$ cat src/rtl/wb_arb_pkg.sv
// Shared word/register-address definitions and the LSU result entry type.
`ifndef WB_ARB_SPEC_DEFS
`define WB_ARB_SPEC_DEFS
`define BITNESS 32
`define WORD [`BITNESS-1:0]
`define RADDR [4:0]
`define MIRROR_LIM 'h10
`endif

package wb_arb_pkg;
  localparam int WORD_W     = `BITNESS;
  localparam int MIRROR_LIM = `MIRROR_LIM;

  typedef logic `RADDR raddr_t;
  typedef logic `WORD  word_t;

  typedef struct packed {
    raddr_t a;
    word_t  d;
  } entry_t;
endpackage

$ cat src/rtl/wb_arb_if.sv
// Writeback arbiter bus: ALU and LSU result inputs, register-file port, hazard exports.
interface wb_arb_if #(parameter int QDEPTH = 4);
  import wb_arb_pkg::*;

  logic                  alu_v;
  raddr_t                alu_a;
  word_t                 alu_d;
  logic                  alu_hold;
  logic                  lsu_v;
  logic                  lsu_rdy;
  raddr_t                lsu_a;
  word_t                 lsu_d;
  logic                  w;
  raddr_t                wa;
  word_t                 wval;
  logic [31:0]           pend;
  logic [$clog2(QDEPTH):0] qcnt;

  modport master (
    output alu_v, alu_a, alu_d, lsu_v, lsu_a, lsu_d,
    input  alu_hold, lsu_rdy, w, wa, wval, pend, qcnt
  );

  modport slave (
    input  alu_v, alu_a, alu_d, lsu_v, lsu_a, lsu_d,
    output alu_hold, lsu_rdy, w, wa, wval, pend, qcnt
  );
endinterface

$ cat src/rtl/wb_fifo.sv
// LSU result FIFO of {addr, data} entries; exposes per-slot valid and address for hazard tracking.
module wb_fifo
  import wb_arb_pkg::*;
#(
  parameter int QDEPTH = 4
) (
  input  logic                      clk,
  input  logic                      rst_n,
  input  logic                      push_i,
  input  entry_t                    push_e_i,
  input  logic                      pop_i,
  output entry_t                    head_o,
  output logic [$clog2(QDEPTH):0]   count_o,
  output logic [QDEPTH-1:0]         vld_o,
  output raddr_t [QDEPTH-1:0]       addr_o
);
  localparam int PW = $clog2(QDEPTH);

  entry_t          mem_q [QDEPTH];
  logic [PW-1:0]   wr_q, rd_q;
  logic [PW:0]     cnt_q, cnt_d;
  logic            push_ok, pop_ok;

  assign push_ok = push_i && (cnt_q < (PW+1)'(QDEPTH));
  assign pop_ok  = pop_i && (cnt_q != '0);

  always_comb begin
    cnt_d = cnt_q;
    if (push_ok && !pop_ok)      cnt_d = cnt_q + 1'b1;
    else if (pop_ok && !push_ok) cnt_d = cnt_q - 1'b1;
  end

  always_ff @(posedge clk or negedge rst_n) begin
    if (!rst_n) begin
      wr_q  <= '0;
      rd_q  <= '0;
      cnt_q <= '0;
    end else begin
      if (push_ok) wr_q <= wr_q + 1'b1;
      if (pop_ok)  rd_q <= rd_q + 1'b1;
      cnt_q <= cnt_d;
    end
  end

  always_ff @(posedge clk) begin
    if (push_ok) mem_q[wr_q] <= push_e_i;
  end

  // A slot is live when its distance from the read pointer is below the count.
  always_comb begin
    logic [PW-1:0] off;
    vld_o  = '0;
    addr_o = '0;
    off    = '0;
    for (int i = 0; i < QDEPTH; i++) begin
      off       = PW'(i) - rd_q;
      vld_o[i]  = ({1'b0, off} < cnt_q);
      addr_o[i] = mem_q[i].a;
    end
  end

  assign head_o  = mem_q[rd_q];
  assign count_o = cnt_q;
endmodule

$ cat src/rtl/wb_arb.sv
// Writeback arbiter: ALU always wins, queued LSU results drain in idle cycles, starvation raises alu_hold.
module wb_arb
  import wb_arb_pkg::*;
#(
  parameter int QDEPTH = 4,
  parameter int STARVE = 8
) (
  input  logic     clk,
  input  logic     rst_n,
  wb_arb_if.slave  bus
);
  localparam int SW = $clog2(STARVE + 1);

  entry_t                  head;
  logic [$clog2(QDEPTH):0] cnt;
  logic [QDEPTH-1:0]       vld;
  raddr_t [QDEPTH-1:0]     addr;
  logic                    rdy, push, pop, empty;

  logic          w_q;
  raddr_t        wa_q;
  word_t         wval_q;
  logic [SW-1:0] starve_q;

  assign empty = (cnt == '0);
  assign rdy   = (cnt < ($clog2(QDEPTH)+1)'(QDEPTH));
  assign push  = bus.lsu_v && rdy;
  assign pop   = !bus.alu_v && !empty;

  wb_fifo #(.QDEPTH(QDEPTH)) u_fifo (
    .clk      (clk),
    .rst_n    (rst_n),
    .push_i   (push),
    .push_e_i ('{a: bus.lsu_a, d: bus.lsu_d}),
    .pop_i    (pop),
    .head_o   (head),
    .count_o  (cnt),
    .vld_o    (vld),
    .addr_o   (addr)
  );

  always_ff @(posedge clk or negedge rst_n) begin
    if (!rst_n) begin
      w_q      <= 1'b0;
      wa_q     <= '0;
      wval_q   <= '0;
      starve_q <= '0;
    end else begin
      if (bus.alu_v) begin
        w_q    <= 1'b1;
        wa_q   <= bus.alu_a;
        wval_q <= bus.alu_d;
      end else if (pop) begin
        w_q    <= 1'b1;
        wa_q   <= head.a;
        wval_q <= head.d;
      end else begin
        w_q <= 1'b0;
      end

      if (empty || pop)                   starve_q <= '0;
      else if (starve_q != SW'(STARVE))   starve_q <= starve_q + 1'b1;
    end
  end

  // Low-bank destinations also mark their high-bank mirror.
  always_comb begin
    bus.pend = '0;
    for (int i = 0; i < QDEPTH; i++) begin
      if (vld[i]) begin
        bus.pend[addr[i]] = 1'b1;
        if (addr[i] < 5'(MIRROR_LIM)) bus.pend[{1'b1, addr[i][3:0]}] = 1'b1;
      end
    end
  end

  assign bus.alu_hold = (starve_q == SW'(STARVE));
  assign bus.lsu_rdy  = rdy;
  assign bus.qcnt     = cnt;
  assign bus.w        = w_q;
  assign bus.wa       = wa_q;
  assign bus.wval     = wval_q;
endmodule
$ cat src/flat_wrapper.sv
// flat-port wrapper written by rule: the top's interface ports become plain ports
module wb_arb_flat import wb_arb_pkg::*;
#(
  parameter int QDEPTH = 4,
  parameter int STARVE = 8
)
  (clk, rst_n, bus_alu_v, bus_alu_a, bus_alu_d, bus_lsu_v, bus_lsu_a, bus_lsu_d, bus_alu_hold, bus_lsu_rdy, bus_w, bus_wa, bus_wval, bus_pend, bus_qcnt);
  wb_arb_if #(.QDEPTH(QDEPTH)) bus_i ();
  input  logic clk;
  input  logic rst_n;
  input wire logic [$bits(bus_i.alu_v)-1:0] bus_alu_v;
  input wire logic [$bits(bus_i.alu_a)-1:0] bus_alu_a;
  input wire logic [$bits(bus_i.alu_d)-1:0] bus_alu_d;
  input wire logic [$bits(bus_i.lsu_v)-1:0] bus_lsu_v;
  input wire logic [$bits(bus_i.lsu_a)-1:0] bus_lsu_a;
  input wire logic [$bits(bus_i.lsu_d)-1:0] bus_lsu_d;
  output wire logic [$bits(bus_i.alu_hold)-1:0] bus_alu_hold;
  output wire logic [$bits(bus_i.lsu_rdy)-1:0] bus_lsu_rdy;
  output wire logic [$bits(bus_i.w)-1:0] bus_w;
  output wire logic [$bits(bus_i.wa)-1:0] bus_wa;
  output wire logic [$bits(bus_i.wval)-1:0] bus_wval;
  output wire logic [$bits(bus_i.pend)-1:0] bus_pend;
  output wire logic [$bits(bus_i.qcnt)-1:0] bus_qcnt;
  assign bus_i.alu_v = bus_alu_v;
  assign bus_i.alu_a = bus_alu_a;
  assign bus_i.alu_d = bus_alu_d;
  assign bus_i.lsu_v = bus_lsu_v;
  assign bus_i.lsu_a = bus_lsu_a;
  assign bus_i.lsu_d = bus_lsu_d;
  assign bus_alu_hold = bus_i.alu_hold;
  assign bus_lsu_rdy = bus_i.lsu_rdy;
  assign bus_w = bus_i.w;
  assign bus_wa = bus_i.wa;
  assign bus_wval = bus_i.wval;
  assign bus_pend = bus_i.pend;
  assign bus_qcnt = bus_i.qcnt;
  wb_arb #(.QDEPTH(QDEPTH), .STARVE(STARVE)) u_core (.clk(clk), .rst_n(rst_n), .bus(bus_i));
endmodule
$ cat config.mk
export PLATFORM = sky130hd
export DESIGN_NAME = wb_arb_flat
export DESIGN_NICKNAME = d
export VERILOG_FILES = /design/src/rtl/wb_arb_pkg.sv /design/src/rtl/wb_arb_if.sv /design/src/rtl/wb_fifo.sv /design/src/rtl/wb_arb.sv /design/src/flat_wrapper.sv
export SDC_FILE = /design/constraint.sdc
export NUM_CORES = 1
export LEC_CHECK = 0
export CORE_MARGIN = 1.5
export CORE_UTILIZATION = 58
export CTS_CLUSTER_DIAMETER = 50
export DETAILED_ROUTE_END_ITERATION = 8
export GPL_ROUTABILITY_DRIVEN = 1
export PLACE_DENSITY = 0.91
export SYNTH_ARGS = -nofsm -noshare
export SYNTH_HDL_FRONTEND = slang
export SYNTH_HIERARCHICAL = 1
export SYNTH_SLANG_ARGS = --single-unit
$ cat constraint.sdc
create_clock -name clk -period 6.85 [get_ports clk]
set_input_delay 1.0275 -clock clk [delete_from_list [all_inputs] [get_ports clk]]
set_output_delay 1.0275 -clock clk [all_outputs]
set_load 0.005 [all_outputs]
==> qor.yml <==
fin_nets: 820
finalSetupViolCount: 0
reg2reg_slack_ns: 4.21
clk_path_buf_depth: 2
cp.arrival_ns: 3.84
holdWs_ns: 0.4915
n_antenna_cell: 0
pin_count: 153
clock_sinks: 197
path_class: "reg -> out"
async_flop_share_pct: 24.87
drc: 0
grt_use_met2_pct: 51.74
hpwl_um: 15790
rows: 45
cp-end-kind: "output port"
worstRegToRegCells: 3
syn-cell-area_um2: 9145
antenna_found_initial: 0
first_global_vias: 6328
dr.pass1.iters: 7
min_period_over_period_pct: 71.05
final.setup_skew_ns: 0.01252
yosys_warnings: 6
crit_path_max_fanout: 41
overflow: 0
multi_input_area_um2: 3045
vias_per_cell: 6.452
top_usage_layer: "met2"
max_cap_violations: 0
grt_use_total_pct: 30.62
finalHoldViolations: 0
hp-class: "reg -> reg"
clkTransAtPathRegs_ns: 0.08
core_um2: 15310
slew_violations: 0
synth-edff-count: 148
synth.distinct_cells: 53
min_period_ns: 4.867
wl_per_cell_um: 25.62
htreeDepth: 4
rsz0062_at_grt: "no"
synth_flop_cell: "edfxtp_1"
root_buffer: "clkbuf_16"
drive_above_1_share_pct: 13.06
vdd_ir_drop_max_v: 0.0002572
die_w_um: 128.6
cts.repair.resized: 0
fmax_mhz: 205.5
avgSynthCellArea_um2: 15.12
grt_max_degree: 72
num-fill-cells: 919
syn_inst: 605
leakage_uw: 0.003907
yosysSeqAreaShare_pct: 62.01
min_path_cells: 2
portBuffers: 152
slew_headroom_pct: 26.65
mostFrequentLayoutCells: "clkdlybuf4s50_1, edfxtp_1, nand2_1"
p_per_area_nw_per_um2: 368.8
layout_commonest_cell: "clkdlybuf4s50_1"
antenna_left: 0
drtIter0Drc: 636
syn_to_final_growth_pct: 22.07
setup_tns_ns: 0
cts_buffers: 17
die_area_um2: 16530
use_met1_pct: 38.26
hold_buffers: 0
die_h_um: 128.6
insertion_delay_ns: 0.44
post_cts_buffers: 0
grt_first_pass_wirelength_um: 36750
outcome: "finished, final reports clean"
startpoint_type: "register"
cts_tree: "built"
worstMarginPinSlew_ns: 1.100
worstPathRequired_ns: 5.82
ff_latch_area_um2: 5673
use_met3_pct: 7.609
ys_ff_latch: 197
gp_congestion: 0.9157
routed_wl_um: 24440
vias: 6155
start_util_pct: 59.71
syn-num-nets: 695
area by class of cell:
class / instances / share of cell area, %
clock buffers: 18 / 3.934
clock inverters: 14 / 1.423
inverters: 11 / 0.3699
multi-input cells: 347 / 27.28
flip-flops and latches: 197 / 50.82
well taps: 211 / 2.365
repair buffers: 156 / 13.81
report_power, final:
part / switching [µW] / internal (µW)
Sequential: 205 / 1520
Combinational: 656 / 750
Clock: 490 / 500
Total: 1350 / 2770
cells by family (layout without fill, tap and decap cells):
group | Yosys count | after routing | synth area share [%]
mux | 76 | 76 | 13.44
flops | 197 | 197 | 62.01
xor+xnor | 10 | 10 | 0.9578
simple gates | 142 | 142 | 9.112
buf+inv | 61 | 199 | 4.748
compound gates | 107 | 107 | 8.018
fa+ha+maj | 12 | 12 | 1.724
worst max-delay path: stages (launching register included):
cell and delay [ns]:
dfrtp_2 1.05, inv_1 0.12, ha_1 0.33, a21oi_1 0.04, o21bai_1 0.53, nand4b_1 0.31, o32ai_1 0.35, a221o_1 0.17
clkdlybuf4s50_1 0.50
cell usage after synthesis, drive strengths merged (11+ instances only):
cell	n	area [µm²]
nor2	11	41.29
a22oi	29	217.7
mux2i	38	380.4
buf	44	369.1
ha	11	137.6
o21ai	38	190.2
o221ai	12	105.1
inv	11	41.29
mux4	37	837.1
nand2	58	217.7
dfrtp	49	1226
edfxtp	148	4444
path summary, 6_finish.rpt:
check	startpoint	end
min	u_core/bus.wval[1]	u_core/bus.wval[1]
max	u_core/u_fifo/rd_q[1]	bus_pend[12]
min reg2reg	u_core/bus.wval[1]	u_core/bus.wval[1]
max reg2reg	u_core/u_fifo/count_o[2]	u_core/u_fifo/mem_q[2][30]
min in group asynchronous	rst_n	u_core/bus.wval[10]
max in group asynchronous	rst_n	u_core/u_fifo/rd_q[0]
state kept, by name, summed over array words and instances (netlist names):
| signal | cells |
|---|---|
| u_core/u_fifo/rd_q | 2 |
| u_core/u_fifo/wr_q | 2 |
| u_core/bus.wval | 32 |
| u_core/bus.w | 1 |
| u_core/starve_q | 4 |
| u_core/u_fifo/count_o | 3 |
| u_core/u_fifo/mem_q | 148 |
| u_core/bus.wa | 5 |
through the flow:
step	utilization, %	std cells	total power, µW	setup WS [ns]	area (µm²)
6_report	72.89	954	4116	1.983	11160
3_5_place_dp	68.99	922	3112	2.497	10570
3_3_place_gp	68.99	922	3052	2.531	10570
2_1_floorplan	-	605	2525	3.750	9145
5_1_grt	72.89	954	4299	1.782	11160
4_1_cts	72.89	954	4127	2.025	11160
per-layer routing:
layer / share of wire (%) / vias up
li1: - / 2611
met1: 37 / 3067
met2: 51 / 415
met3: 9.1 / 62
met4: 3.2 / 0
met5: 0 / -
Power figures use the tool's default switching activity.
